`src/rtl/maxpool_layer_param.sv`:
```
// Streaming 2x2 / stride-2 max-pooling over a CH x DATA_W raster pixel stream, using a half-width line buffer.
// Define MAXPOOL_SIGNED_EN to treat channel samples as two's complement (signed max); default is unsigned.
module maxpool_layer_param #(
  parameter int CH     = 8,
  parameter int DATA_W = 1,
  parameter int IMG_W  = 26,
  parameter int IMG_H  = 26
) (
  input  logic                 clk,
  input  logic                 rst_n,
  input  logic                 valid_in,
  input  logic [CH*DATA_W-1:0] data_in,
  output logic                 valid_out,
  output logic [CH*DATA_W-1:0] data_out,
  output logic                 frame_done
);
  // Handshake: valid_in qualifies data_in with no ready (the producer never stalls);
  // valid_out is a one-cycle strobe qualifying data_out, which holds between strobes.

  localparam int W      = CH * DATA_W;
  localparam int OUT_W  = IMG_W / 2;
  localparam int OUT_H  = IMG_H / 2;
  localparam int POOL_W = 2 * OUT_W;
  localparam int POOL_H = 2 * OUT_H;
  localparam int CW     = (IMG_W > 2) ? $clog2(IMG_W) : 1;
  localparam int RW     = (IMG_H > 2) ? $clog2(IMG_H) : 1;
  localparam int LB_AW  = (OUT_W > 1) ? $clog2(OUT_W) : 1;

  generate
    if (IMG_W < 2 || IMG_H < 2) begin : g_bad_geometry
      $error("maxpool_layer_param: IMG_W and IMG_H must both be at least 2");
    end
  endgenerate

  function automatic logic [W-1:0] vmax(input logic [W-1:0] a, input logic [W-1:0] b);
    logic [W-1:0] res;
    res = '0;
    for (int k = 0; k < CH; k++) begin
`ifdef MAXPOOL_SIGNED_EN
      if ($signed(a[k*DATA_W +: DATA_W]) > $signed(b[k*DATA_W +: DATA_W]))
`else
      if (a[k*DATA_W +: DATA_W] > b[k*DATA_W +: DATA_W])
`endif
        res[k*DATA_W +: DATA_W] = a[k*DATA_W +: DATA_W];
      else
        res[k*DATA_W +: DATA_W] = b[k*DATA_W +: DATA_W];
    end
    return res;
  endfunction

  logic [CW-1:0]    r_col;
  logic [RW-1:0]    r_row;
  logic [W-1:0]     r_hold;
  logic [W-1:0]     r_linebuf [OUT_W];
  logic             r_valid_out;
  logic [W-1:0]     r_data_out;
  logic             r_frame_done;

  logic             w_last_col;
  logic             w_last_row;
  logic             w_in_pool;
  logic             w_lb_we;
  logic             w_emit;
  logic [LB_AW-1:0] w_lb_idx;
  logic [W-1:0]     w_pair;
  logic [W-1:0]     w_quad;

  assign w_last_col = (32'(r_col) == IMG_W - 1);
  assign w_last_row = (32'(r_row) == IMG_H - 1);
  // Trailing odd column/row fall outside the pooled region but still step the counters.
  assign w_in_pool  = (32'(r_col) < POOL_W) && (32'(r_row) < POOL_H);
  assign w_lb_idx   = LB_AW'(r_col >> 1);
  assign w_pair     = vmax(r_hold, data_in);
  assign w_quad     = vmax(r_linebuf[w_lb_idx], w_pair);
  assign w_lb_we    = valid_in && w_in_pool && r_col[0] && !r_row[0];
  assign w_emit     = valid_in && w_in_pool && r_col[0] && r_row[0];

  always_ff @(posedge clk or negedge rst_n) begin
    if (!rst_n) begin
      r_col <= '0;
      r_row <= '0;
    end else if (valid_in) begin
      if (w_last_col) begin
        r_col <= '0;
        r_row <= w_last_row ? '0 : r_row + 1'b1;
      end else begin
        r_col <= r_col + 1'b1;
      end
    end
  end

  always_ff @(posedge clk or negedge rst_n) begin
    if (!rst_n) begin
      r_hold       <= '0;
      r_valid_out  <= 1'b0;
      r_data_out   <= '0;
      r_frame_done <= 1'b0;
    end else begin
      r_valid_out  <= w_emit;
      r_frame_done <= w_emit && (32'(r_row) == POOL_H - 1) && (32'(r_col) == POOL_W - 1);
      if (valid_in && w_in_pool && !r_col[0])
        r_hold <= data_in;
      if (w_emit)
        r_data_out <= w_quad;
    end
  end

  // Written on even rows, read on odd rows, so the same entry is never both in one cycle.
  always_ff @(posedge clk) begin
    if (w_lb_we)
      r_linebuf[w_lb_idx] <= w_pair;
  end

  assign valid_out  = r_valid_out;
  assign data_out   = r_data_out;
  assign frame_done = r_frame_done;

endmodule

```
`config.mk`:
```
export PLATFORM = sky130hd
export DESIGN_NAME = maxpool_layer_param
export DESIGN_NICKNAME = d
export VERILOG_FILES = /design/src/rtl/maxpool_layer_param.sv
export SDC_FILE = /design/constraint.sdc
export NUM_CORES = 1
export LEC_CHECK = 0
export BUFFER_PORTS_ARGS = -buffer_cell sky130_fd_sc_hd__buf_4
export CAP_MARGIN = 10
export CORE_MARGIN = 2
export CORE_UTILIZATION = 35
export CTS_CLUSTER_SIZE = 24
export DETAILED_ROUTE_END_ITERATION = 16
export SLEW_MARGIN = 40
export SYNTH_ARGS = -nofsm -noshare
export SYNTH_HDL_FRONTEND = slang
export SYNTH_SLANG_ARGS = --single-unit
```
`constraint.sdc`:
```
create_clock -name clk -period 6.5 [get_ports clk]
set_clock_uncertainty 0.15 [all_clocks]
set_input_delay 0.325 -clock clk [delete_from_list [all_inputs] [get_ports clk]]
set_output_delay 0.325 -clock clk [all_outputs]
set_load 0.1 [all_outputs]
```
# == Word level (Yosys, flattened, before mapping) ==
# Memory sizes are Yosys's and may differ from the RTL's.
# Index checks and enable logic that the tools add are counted.
# totals
reg_bits,28
latch_bits,0
ram_bits,104
rom_bits,0
input_bits,11
output_inout_bits,10
word_cells,60
memories,1
# memory_table
memory,words,word_bits,read_ports,rd_ports_with_merged_regs,write_ports,line_no,text
r_linebuf,13,8,1,0,1,54,logic [W-1:0] r_linebuf [OUT_W];
# classes
n_addsub,2
mul,0
div,0
magnitude_cmp,18
eq_ne,2
n_shift,0
muxes,20
n_bitwise,0
reduce_logical,11
# op_table
op,count
1-bit 2-to-1 mux,18
1-bit greater-than comparator,16
"5-bit by 1-bit adder with 5-bit output, second input constant",2
"5-bit equality test, second input constant",2
"5-bit < comparator, second input constant",2
5-bit 2-to-1 mux,2
1-bit logical AND,8
1-bit zero test,2
2-bit AND reduction,1

# == Depth between registers and ports, before layout ==
# logic_depth
word_depth,7
mapped_depth,8
ltp_nobuf,6

# == Least setup slack after synthesis ==
# OpenSTA, ideal clock, no wires.
# synth_path
kind,register to register
from,register r_row[2]
to,"memory r_linebuf[1][0] (netlist name), enable pin"
setup_ns,0.383
t_arrival_ns,1.811
required_ns,5.967
setup_slack_ns,4.155
stages_incl_launch_ff,5
path_buffers,0
period_less_slack_ns,2.345
cell_sequence,dfrtp_1 o211ai_2 nand3_2 or4_1 nor3_1
# synth_via
elab_chain_cells,7
# synth_rtl
element,line_no,text
from (decl),52,logic [RW-1:0] r_row;
from (signal assigned),85,r_row <= w_last_row ? '0 : r_row + 1'b1;
5-bit < comparator,71,assign w_in_pool = (32'(r_col) < POOL_W) && (32'(r_row) < POOL_H);
1-bit logical AND,71,
1-bit logical AND (3 in a row),75,assign w_lb_we = valid_in && w_in_pool && r_col[0] && !r_row[0];
1-bit 2-to-1 mux,110,if (w_lb_we)
1-bit 2-to-1 mux (implied by the code),111,r_linebuf[w_lb_idx] <= w_pair;
to (decl),54,
# No other way between the ends.

# == Worst setup path after layout ==
# layout_path
from,register r_row[2]
to,"memory r_linebuf[6][6] (netlist name), enable pin"
# The elaborated chain is that of the path after synthesis.

==> impl_results.md <==
* Outcome: complete, no violations
* Top delay family on crit path: simple AND/OR/NAND/NOR gates
* Post-cts resize count at 0
* # fillers at around 1.3k
* Vias in the first global route at roughly 3.0k
* CTS Sinks at approximately 130
* Mapped Cells at roughly 320
* Top cells by area, synth: edfxtp_1 58%, dfrtp_1 13%, mux4_2 4.2%
* Worst Path Buf+Inv at 0
* Detailed Route WL at ~12 mm
* Setup TNS at 0 ns
* Global-route wire length before repair at 18.0 mm
* Place WS at between 3 and 4 ns
* Register area share after synthesis at 0.705
* Worst vdd ir at 0.372 mV
* Vias per Instance at between 5 and 6
* Yosys top cell area share at 0.576
* Setup ws final at 3.76 ns
* Setup Viol. Count Final at 0
* GRT Total Usage at 0.152
* DRC viols at 0
* Largest net degree at the start of global routing at 44
* Post-CTS Setup Inserts at 0
* Syn Nets at around 330
* Routed Antenna Nets at 0
* N_diodes at 0
* DP Area at roughly 5700 um^2
* Multi-input logic area at between 1000 and 1500 um^2
* Die area at approximately 17,000 um^2
* Post-route cell area at about 6400 um^2
* Final Critical Period at roughly 2.7 ns
* CTS tree: done
* Hold slack at between 0.015 and 0.02 ns
* Async S/R FF share, synth at 0.212
* CTS clock-pin slew for the worst setup and hold paths at roughly 0.060 ns
* Library cells used by synthesis at 47
* HP Class: input port to flip-flop
* Hold_buf cts at 3
* Core area at about 15,000 um^2
* FF+latch area at approximately 3800 um^2
* Final hold vios at 0
* Main synth FF type: edfxtp_1
* NumNets Final at between 300 and 400
* GP Congestion at between 0.8 and 0.9
* I/O Pins at 21
* Count of flip-flops with a built-in enable after synthesis at 104
* Max Cap Viol at 0
* DRT iter0 DRCs at roughly 220
* Ratio of cells with drive above 1 in the final layout at 0.264
* Drt wl/cell at approximately 21 um
* DP HPWL at 7.33 mm
* RSZ-0062 raised after global routing: false
* FMAX at between 300 and 400 MHz
* Critical path class: flip-flop to flip-flop
* Skew-Pair Late Insertion Delay at approximately 0.4 ns
* Worst Path Arrival at about 2.6 ns
* Slowest cell on the critical path: or4b_4
* Max-slew headroom at 0.467
* Power Dens Cells at between 400 and 500 nW/um^2
* Tightest Pin Transition at 0.800 ns
* Top-count cell post-synth: edfxtp_1
* Grt total ovfl at 0
* Die X at between 100 and 150 um
* TritonRoute pass-1 iters at 4
* Fin cells at 548
* Antenna violations before repair at 0
* CTS buffer count at 17
* Area growth syn-to-layout at 17.7%
* H-tree levels at 4
* Slowest stage delay, CP at ~0.6 ns
* Worst-path fanout max at 13
* Synth Register Bits at 132
* Total chip power at around 2.9 mW
* Post-Syn Area per Cell at 17.0 um^2
* Synthesized area at about 5400 um^2
* Syn. warnings at 0
* Leak at 2.18 nW
* Vert. Die Dim at ~130 um
* Critical Path, Cell by Cell: o211ai_2 -> nand3_2 -> or4b_4 -> nor2_1
* Req. time, crit path at 6.39 ns
* Initial Util at 0.357
* Final period utilization at 0.421
* Port Buf Inserts at 20
* # placed instances at between 500 and 600
* Post-route core utilization at 0.420
* Cell taking the most area after synthesis: edfxtp_1
* CP Launch Type: flip-flop
* Slew Limit Fails at 0
* Clock Tree Buf Depth at 2
* Row count at 45
* CP Capture Type: flip-flop
* Root buffer selected by CTS: clkbuf_16
* Synth cell count leaders: 104 x edfxtp_1, 28 x dfrtp_1, 22 x nor2_1
* Vias at approximately 2.9k
[metal layers]
metal,part of all wire,GRT usage
met1,0.45,0.206
met2,0.48,0.233
met3,0.048,0.0391
met4,0.021,0.0671
met5,0,0
[where the power goes]
part           switching, mW  leakage, nW  internal (mW)
clock                  0.332        0.292          0.642
combinational          0.550        0.630          0.266
sequential            0.0856         1.26           1.06
total                  0.968         2.18           1.97
[worst reg2reg max path, delay by kind of cell (launching register included)]
| family | cells | cell delay [ns] |
|---|---|---|
| flip-flops | 1 | 0.45 |
| AO/OA/AOI/OAI | 1 | 0.27 |
| AND/OR/NAND/NOR | 3 | 1.49 |
[state kept, by name, indices dropped and copies added, names as in the netlist]
| name | count |
|---|---|
| data_out | 8 |
| frame_done | 1 |
| r_col | 5 |
| r_hold | 8 |
| r_linebuf | 104 |
| r_row | 5 |
| valid_out | 1 |
[cell usage in the layout (no fill, tap or decap), types with 4 or more instances in the layout]
cell       count
nor2_2         4
nor2_1        19
nand2_1        9
buf_4         22
inv_1          5
clkbuf_16     17
mux2i_1       17
ha_1           4
nor3_2         4
dfrtp_1       27
a22oi_1        8
nor4_1         8
mux4_1         6
a2bb2oi_1      8
o21ai_0       12
clkbuf_8       4
mux4_2        10
mux2_2         9
a311oi_1       8
edfxtp_1     104
or2_2          8
[cell type report]
class / instances / share of cell area
clock buffer: 24 / 0.0770
sequential: 132 / 0.599
timing repair buffer: 25 / 0.0306
tap: 188 / 0.0368
multi-input combinational: 166 / 0.234
inverter: 5 / 0.00294
clock inverter: 8 / 0.0192
[logic make-up after synthesis]
kind of cell             count (synthesis)  share of synthesized area
multiplexers                            42                      0.121
adder cells (fa/ha/maj)                  4                    0.00923
buffers and inverters                   21                     0.0226
flip-flops                             132                      0.705
AO/OA/AOI/OAI                           49                     0.0685
AND/OR/NAND/NOR                         71                     0.0743
[path summary, 6_finish.rpt]
kind,startpoint,end,slack (ns),cells past startpoint
setup / recovery,r_row[2],r_linebuf[6][6],3.76,4
hold / removal,data_in[7],r_hold[7],0.02,2
setup reg to reg,r_row[2],r_linebuf[6][6],3.76,4
hold reg to reg,r_hold[0],r_hold[0],0.38,1
max in group asynchronous,rst_n,r_col[2],5.64,2
min in group asynchronous,rst_n,valid_out,0.24,2
Power figures use the tool's default switching activity.
